==> src/rtl/cpu_seq_ctrl.sv <==
// cpu_seq_ctrl: multi-cycle FETCH/DECODE/EXEC/WB sequencer owning PC and IR for the SimpleCPU datapath.
// Optional macro CPU_SINGLE_STEP_EN adds a step input that gates each fetch on a latched pulse.
module cpu_seq_ctrl #(
  parameter int PC_W   = 8,
  parameter int RCNT_W = 16
) (
  input  logic              clk,
  input  logic              reset,
`ifdef CPU_SINGLE_STEP_EN
  input  logic              step,
`endif
  output logic              mem_req,
  output logic [PC_W-1:0]   mem_addr,
  input  logic              mem_ack,
  input  logic [15:0]       mem_rdata,
  input  logic              zero_in,
  output logic [2:0]        rs1_addr,
  output logic [2:0]        rs2_addr,
  output logic [2:0]        rd_addr,
  output logic [1:0]        alu_op,
  output logic              rf_we,
  output logic              flag_we,
  output logic [PC_W-1:0]   pc,
  output logic              halted,
  output logic              illegal,
  output logic [RCNT_W-1:0] retire_cnt
);
  typedef enum logic [2:0] {S_FETCH, S_DECODE, S_EXEC, S_WB, S_HALT} state_t;
  state_t state_q, state_d;
  logic [PC_W-1:0] pc_q, pc_d, off;
  logic [15:0] ir_q, ir_d;
  logic [RCNT_W-1:0] rcnt_q, rcnt_d;
  logic halted_q, halted_d, illegal_q, illegal_d;
  logic go, fire, retire, is_alu, is_beqz, is_halt, legal, in_op;
  logic [3:0] op;
  assign op      = ir_q[15:12];
  assign is_alu  = op[3:2] == 2'b10;
  assign is_beqz = op == 4'hC;
  assign is_halt = op == 4'hF;
  assign legal   = is_alu | is_beqz | is_halt | (op == 4'h0);
  assign off     = PC_W'($signed(ir_q[5:0]));
  assign fire    = state_q == S_FETCH && go && mem_ack && !reset;
`ifdef CPU_SINGLE_STEP_EN
  logic step_q, step_d;
  assign go     = step_q;
  assign step_d = step | (step_q & ~fire);
  always_ff @(posedge clk) step_q <= reset ? 1'b0 : step_d;
`else
  assign go = 1'b1;
`endif
  always_comb begin
    state_d   = state_q;
    pc_d      = pc_q;
    ir_d      = ir_q;
    halted_d  = halted_q;
    illegal_d = illegal_q;
    retire    = 1'b0;
    case (state_q)
      S_FETCH: if (fire) begin
        ir_d    = mem_rdata;
        pc_d    = pc_q + PC_W'(1);
        state_d = S_DECODE;
      end
      S_DECODE: state_d = S_EXEC;
      S_EXEC: begin
        retire    = !is_alu;
        state_d   = is_alu ? S_WB : is_halt ? S_HALT : S_FETCH;
        halted_d  = halted_q | is_halt;
        illegal_d = illegal_q | !legal;
        if (is_beqz && zero_in) pc_d = pc_q + off;
      end
      S_WB: begin
        retire  = 1'b1;
        state_d = S_FETCH;
      end
      default: ;
    endcase
    rcnt_d = rcnt_q + RCNT_W'(retire);
  end
  always_ff @(posedge clk) begin
    if (reset) begin
      state_q   <= S_FETCH;
      pc_q      <= '0;
      ir_q      <= '0;
      rcnt_q    <= '0;
      halted_q  <= 1'b0;
      illegal_q <= 1'b0;
    end else begin
      state_q   <= state_d;
      pc_q      <= pc_d;
      ir_q      <= ir_d;
      rcnt_q    <= rcnt_d;
      halted_q  <= halted_d;
      illegal_q <= illegal_d;
    end
  end
  // Reset gates the combinational strobes so a mid-handshake reset drops the request at once.
  assign in_op      = state_q == S_DECODE || state_q == S_EXEC || state_q == S_WB;
  assign mem_req    = state_q == S_FETCH && go && !reset;
  assign rf_we      = state_q == S_WB && !reset;
  assign flag_we    = rf_we;
  assign alu_op     = (in_op && is_alu && !reset) ? op[1:0] : 2'b00;
  assign mem_addr   = pc_q;
  assign pc         = pc_q;
  assign rs1_addr   = ir_q[11:9];
  assign rs2_addr   = ir_q[8:6];
  assign rd_addr    = ir_q[5:3];
  assign halted     = halted_q;
  assign illegal    = illegal_q;
  assign retire_cnt = rcnt_q;
endmodule

==> config.mk <==
export PLATFORM = sky130hd
export DESIGN_NAME = cpu_seq_ctrl
export DESIGN_NICKNAME = d
export VERILOG_FILES = /design/src/rtl/cpu_seq_ctrl.sv
export SDC_FILE = /design/constraint.sdc
export NUM_CORES = 1
export LEC_CHECK = 0
export BUFFER_PORTS_ARGS = -buffer_cell sky130_fd_sc_hd__buf_2
export CORE_ASPECT_RATIO = 1.2
export CORE_MARGIN = 1.5
export CORE_UTILIZATION = 45
export DETAILED_ROUTE_END_ITERATION = 6
export PLACE_DENSITY = 0.68
export SLEW_MARGIN = 25
export SYNTH_ARGS = -nofsm -noshare
export SYNTH_HDL_FRONTEND = slang
export SYNTH_SLANG_ARGS = --single-unit
export TNS_END_PERCENT = 20
==> constraint.sdc <==
create_clock -name clk -period 3.05 [get_ports clk]
set_input_delay 0.305 -clock clk [delete_from_list [all_inputs] [get_ports clk]]
set_output_delay 0.305 -clock clk [all_outputs]
set_load 0.01 [all_outputs]
==> impl_metrics.tcl, run 1 <==
set metrics [dict create \
    critPathMaxStageDelay_ns 0.40 \
    netlist_instances 270 \
    worst-path-buf-inv 1 \
    drv_slew 0 \
    ys_ff_latch 45 \
    synthArstFlopShare 0 \
    hold_slack_ns 0.237 \
    r2r_start "state_q[0]$_SDFFE_PP0P_" \
    setup_tns_ns 0 \
    synth_fp_nets 298 \
    cp.required_ns 3.24 \
    cp_max_fo 8 \
    cts_hold_buffers 0 \
    clk_pin_slew_ns 0.08 \
    first_pass_iters 4 \
    setup_viol 0 \
    hp-start "mem_rdata[9]" \
    place_ws_ns 0.331 \
    setup_ws_ns 0.275 \
    min_period_ns 2.77 \
    core_area_um2 4870 \
    clk_path_buf_depth 2 \
    end_kind "register" \
    path_cells "nor2_2 -> nand2_1 -> or2_2 -> ha_1 -> inv_1 -> fa_1 -> nor2b_1 -> o31a_1 -> or4_1 -> a21oi_1 -> mux2_2" \
    finish.net_count 345 \
    grt_pass1_vias 1683 \
    irDropWorstVdd_uv 226 \
    grt_first_pass_wirelength_um 7170 \
    p_leak_nw 1.22 \
    grt_start_max_net_pins 51 \
    grt_overflow_total 0 \
    critPathKind "reg -> reg" \
    final.setup_skew_ns 0.00628 \
    utilization 0.535 \
    num_rows 28 \
    hold_path_class "in -> reg" \
    vias 1862 \
    seq_area_frac_synth 0.400 \
    power_density_nw_per_um2 453 \
    antenna_cells 0 \
    vias_per_cell 4.93 \
    htreeDepth 2 \
    max_cap_violations 0 \
    finalCritPeriodShare 0.910 \
    mostFrequentLayoutCell "buf_2" \
    post_drt_wl_per_cell_um 11.6 \
    clock-sinks 45 \
    post_cts_resized 0 \
    syn_area_um2 2250 \
    gp_congestion 0.761 \
    ioPinCount 68 \
    drive_above_1_share 0.267 \
    port_buffers 67 \
    dp_hpwl_um 3160 \
    fmax_ghz 0.360 \
    crit_start "state_q[0]$_SDFFE_PP0P_" \
    synth_ff_type "dfxtp_1" \
    outcome "completed" \
    dp_cells 370 \
    post_cts.repair.setup_buffers 0 \
    worstPathArrival_ns 2.96 \
    slew_headroom 0.476 \
    worst_pin_slew_ns 0.786 \
    antenna_found_initial 0 \
    setup.worst_path.start_class "register" \
    insertion_delay_ns 0.30 \
    cp_top_family "simple AND/OR/NAND/NOR gates" \
    final_hold_viol_count 0 \
    dr.first_iter.drc_count 42 \
    syn_avg_cell_area_um2 8.34 \
    antenna_left 0 \
    totalWireLength_um 4400 \
    yosys.cell_types.count 45 \
    rsz0062_at_grt "false" \
    clock-root-buffer "clkbuf_8" \
    cts_tree "yes" \
    cpMaxStageDelayCell "dfxtp_1" \
    dieArea_um2 5440 \
    layout_common_cells "buf_2 (67), dfxtp_1 (45), nand2_1 (44), nor2_1 (31), a21oi_1 (23)" \
    ys_warn_count 0 \
    synthToLayoutAreaGrowth_pct 15.8 \
    synth_edf_count 0 \
    post-route-drc-count 0 \
    die_x_um 67.6 \
    cts_buffers 5 \
    final_cells 378 \
    die_height_um 80.5 \
    grt_use_total 0.171 \
    initial_utilization 0.462 \
]
==> worst min-delay path: cells and delay by family <==
family | cells | cell delay [ns]
and+or+nand+nor | 1 | 0.04
AOI/OAI and AO/OA | 1 | 0.05
buffers and inverters | 1 | 0.09
==> report_power, final <==
| part | internal (mW) | total (mW) | leakage (nW) | switching [mW] |
|---|---|---|---|---|
| sequential | 0.603 | 0.617 | 0.365 | 0.0139 |
| clock | 0.246 | 0.454 | 0.0585 | 0.208 |
| combinational | 0.0466 | 0.111 | 0.797 | 0.0649 |
==> layer usage <==
| metal | vias to the layer above | share of wire | global-route usage |
|---|---|---|---|
| met4 | 0 | 0.012 | 0.0551 |
| met3 | 5 | 0.054 | 0.0462 |
| met1 | 825 | 0.48 | 0.210 |
| met5 | - | 0 | 0 |
| li1 | 980 | - | - |
| met2 | 52 | 0.45 | 0.283 |
==> flip-flops by register name (all words and copies together), names as in the netlist <==
signal and cells:
ir_q 16, retire_cnt 16, mem_addr 8, state_q 3
halted 1, illegal 1
==> worst paths after layout <==
kind / cells past startpoint / endpoint / slack, ns
min: 3 / ir_q[9]$_SDFFE_PP0P_ / 0.24
max reg2reg: 11 / mem_addr[6]$_SDFFE_PP0P_ / 0.28
max: 11 / mem_addr[6]$_SDFFE_PP0P_ / 0.28
min reg2reg: 2 / halted$_SDFFE_PP0N_ / 0.45
==> through the flow <==
| step | area [µm²] | power (mW) |
|---|---|---|
| 4_1_cts | 2610 | 1.20 |
| 6_report | 2610 | 1.18 |
| 2_1_floorplan | 2250 | 0.712 |
| 3_5_place_dp | 2490 | 0.743 |
| 3_3_place_gp | 2490 | 0.741 |
| 5_1_grt | 2610 | 1.25 |
==> cell families (layout without fill, tap and decap cells) <==
group                    after synthesis  in the layout  share of synthesized area
AND/OR/NAND/NOR                      119            119                      0.256
multiplexers                           7              7                     0.0328
buffers and inverters                 36             84                     0.0944
adder cells (fa/ha/maj)                8              8                     0.0478
XOR/XNOR                              16             16                     0.0622
AO/OA/AOI/OAI                         39             39                      0.107
flip-flops                            45             45                      0.400
==> cell usage after synthesis, types with 2 or more instances <==
library cell,n,share of area
o21a_1,3,0.010
nand4_1,3,0.0083
nor2_1,31,0.052
mux2i_1,4,0.018
xor2_1,11,0.043
ha_1,7,0.039
buf_1,4,0.0067
o211ai_1,3,0.010
a21oi_1,23,0.051
inv_1,6,0.010
buf_4,18,0.060
nand3_1,7,0.016
dfxtp_1,45,0.40
clkbuf_1,5,0.0083
nand2b_1,2,0.0056
buf_2,2,0.0044
and2_1,2,0.0056
xnor2_1,5,0.019
and4_1,3,0.012
nand2_1,44,0.073
nor3_1,4,0.0089
mux2_2,2,0.010
and3_1,7,0.019
o21ai_0,3,0.0067
nor2b_1,6,0.017
==> cell type report <==
class,instances,area [µm²]
clock buffer,5,68.8
clock inverter,3,43.8
fill,509,2260
inverter,6,22.5
multi-input combinational,189,1140
sequential,45,901
tap,60,75.1
timing repair buffer,70,358
(Power assumes the default switching activity.)
==> inputs of run 2 (changes only) <==
- ABC_AREA: unset -> 1
==> run 2 against run 1 <==
  * Critical path depth up 1
  * Combinational power rose to 5.8 times the previous value
  * Via count up 8.4%
  * Clock power down 25%
  * Global-route usage up 1.1 points
  * Critical path type unchanged
  * Largest power group unchanged
==> impl_metrics.tcl, run 2 <==
set metrics [dict create \
    die_x_um 68.4 \
    synth_top_family_by_area "simple AND/OR/NAND/NOR gates" \
    antenna_found_initial 0 \
    r2r_slack_ns 0.66 \
    post-route-drc-count 0 \
    ys_ff_latch 45 \
    insertion_delay_ns 0.29 \
    finish.net_count 386 \
    syn_area_um2 2310 \
    clk_path_buf_depth 2 \
    grt_start_max_net_pins 34 \
    drv_slew 0 \
    ioPinCount 68 \
    synth_ff_type "dfxtp_1" \
    cts_tree "yes" \
    seq_area_frac_synth 0.390 \
    post_drt_wl_per_cell_um 11.3 \
    final.setup_skew_ns 0.00642 \
    hold_path_class "in -> reg" \
    layout_common_cells "buf_2 (67), inv_1 (47), dfxtp_1 (45), nand2_1 (36), a21oi_1 (35)" \
    synth-compound-area-share 0.173 \
    grt_pass1_vias 1772 \
    die_height_um 81.4 \
    min_period_ns 2.39 \
    met1_usage 0.211 \
    synthAdderAreaFrac 0.0466 \
    synthArstFlopShare 0 \
    synth_most_common_cell "inv_1" \
    syn_avg_cell_area_um2 7.42 \
    setup_tns_ns 0 \
    cp.required_ns 3.24 \
    synth_fp_nets 339 \
    busiest_layer "met2" \
    mostFrequentLayoutCell "buf_2" \
    max_cap_violations 0 \
    clock-root-buffer "clkbuf_8" \
    dr.first_iter.drc_count 79 \
    cts_buffers 5 \
    synthTopCellsByCount "inv_1 (47), dfxtp_1 (45), nand2_1 (36)" \
    yosysTopAreaCell "dfxtp_1" \
    end_kind "register" \
    num_rows 28 \
    gp_congestion 0.816 \
    initial_utilization 0.467 \
    irDropWorstVdd_uv 327 \
    vias_per_cell 4.84 \
    clock-sinks 45 \
    finalCritPeriodShare 0.785 \
    critical_path.endpoint "retire_cnt[14]$_SDFF_PP0_" \
    cp_max_fo 7 \
    setup.worst_path.start_class "register" \
    final_hold_viol_count 0 \
    post_cts_resized 0 \
    r2r-end "retire_cnt[14]$_SDFF_PP0_" \
    synth_edf_count 0 \
    drive_above_1_share 0.244 \
    totalWireLength_um 4730 \
    synthXorXnorAreaFrac 0.0304 \
    post_cts.repair.setup_buffers 0 \
    htreeDepth 2 \
    use_met2 0.316 \
    use_met3 0.0507 \
    r2r_start "state_q[0]$_SDFFE_PP0P_" \
    dp_hpwl_um 3540 \
    fillers 499 \
    rsz0062_at_grt "false" \
    yosys-mux-area-fraction 0 \
    first_pass_iters 4 \
    p_leak_nw 1.23 \
    slew_headroom 0.373 \
    core_area_um2 4940 \
    netlist_instances 311 \
    crit_start "state_q[0]$_SDFFE_PP0P_" \
    grt_use_total 0.181 \
    netlist.area_leader.share 0.390 \
    antenna_cells 0 \
    clk_pin_slew_ns 0.08 \
    worst_pin_slew_ns 0.940 \
    cts_hold_buffers 0 \
    outcome "completed" \
    vias 2019 \
    port_buffers 67 \
    fmax_ghz 0.418 \
    ys_warn_count 0 \
    synthTopCellsByArea "dfxtp_1 (39%), inv_1 (7.6%), a21oi_1 (7.6%), o21ai_0 (6.9%), buf_4 (5.9%)" \
    synthToLayoutAreaGrowth_pct 13.2 \
    yosys.cell_types.count 33 \
    dp_cells 411 \
    final_cells 417 \
    ff2ff_path_depth 12 \
    setup_viol 0 \
    antenna_left 0 \
    worstPathArrival_ns 2.58 \
    yosys.area_share.simple 0.204 \
    grt_first_pass_wirelength_um 7670 \
    grt_overflow_total 0 \
    power_density_nw_per_um2 668 \
    critPathKind "reg -> reg" \
    dieArea_um2 5570 \
]
[run 2: changes by cell type in the layout (fill, tap and decap cells not counted), sizes merged, moves of 4 or more]
cell   before  now
inv         7   48
o21ai       3   34
a21oi      23   38
nand3       7   15
and3        7    0
nand2      45   38
nor2b       6    0
xor2       11    5
mux2i       4    0
[run 2: power by group]
part | switching [mW] | leakage, nW | internal (mW) | total (mW)
clock | 0.188 | 0.0399 | 0.151 | 0.339
sequential | 0.0844 | 0.367 | 0.681 | 0.766
combinational | 0.393 | 0.821 | 0.249 | 0.641
[run 2: layer usage]
metal	wire length, µm	part of all wire	vias up
met5	0	0	-
met4	70	0.015	0
met3	229	0.048	8
met1	2060	0.44	882
li1	-	-	1082
met2	2370	0.50	47
[run 2: kinds of logic (layout without fill, tap and decap cells)]
kind of cell | Yosys count | in the layout
AND/OR/NAND/NOR | 100 | 100
AO/OA/AOI/OAI | 75 | 75
buffers and inverters | 75 | 121
flip-flops | 45 | 45
adder cells (fa/ha/maj) | 8 | 8
XOR/XNOR | 8 | 8
[run 2: cell type report]
type,count,area (µm²),share of cell area
Tap cell,60,75.1,0.0287
Timing Repair Buffer,67,335,0.128
Clock buffer,5,68.8,0.0263
Inverter,48,180,0.0690
Clock inverter,1,5.00,0.00192
Multi-Input combinational cell,191,1050,0.401
Sequential cell,45,901,0.345
[run 2: worst max-delay path: stages, from the launching register on]
cell,delay [ns]
dfxtp_1,0.45
inv_1,0.17
nor2_1,0.13
inv_1,0.05
nand2_1,0.08
ha_1,0.18
ha_1,0.19
nand3_1,0.15
nor3_1,0.38
nand2_1,0.15
nor2_1,0.16
a21oi_1,0.08
o21a_1,0.12
[run 2: worst min path at each step]
| stage | start | endpoint | slack [ns] | cells after the start |
|---|---|---|---|---|
| after floorplan | ir_q[10]$_SDFFE_PP0P_ | ir_q[10]$_SDFFE_PP0P_ | 0.42 | 2 |
| after global placement | ir_q[6]$_SDFFE_PP0P_ | ir_q[6]$_SDFFE_PP0P_ | 0.43 | 2 |
| after detailed placement | ir_q[10]$_SDFFE_PP0P_ | ir_q[10]$_SDFFE_PP0P_ | 0.44 | 2 |
| after CTS | mem_rdata[10] | ir_q[10]$_SDFFE_PP0P_ | 0.29 | 3 |
| after global routing | mem_rdata[3] | ir_q[3]$_SDFFE_PP0P_ | 0.30 | 3 |
| final | mem_rdata[9] | ir_q[9]$_SDFFE_PP0P_ | 0.29 | 3 |
[run 2: metrics by stage]
step | setup slack, ns | instance area (µm²) | power [mW] | hold WS (ns) | util
floorplan | 0.950 | 2310 | 1.33 | 0.424 | -
global placement | 0.746 | 2540 | 1.42 | 0.430 | 0.514
detailed placement | 0.665 | 2540 | 1.43 | 0.437 | 0.514
CTS | 0.639 | 2610 | 1.76 | 0.291 | 0.529
global route | 0.272 | 2610 | 1.90 | 0.303 | 0.529
finish | 0.655 | 2610 | 1.75 | 0.293 | 0.529
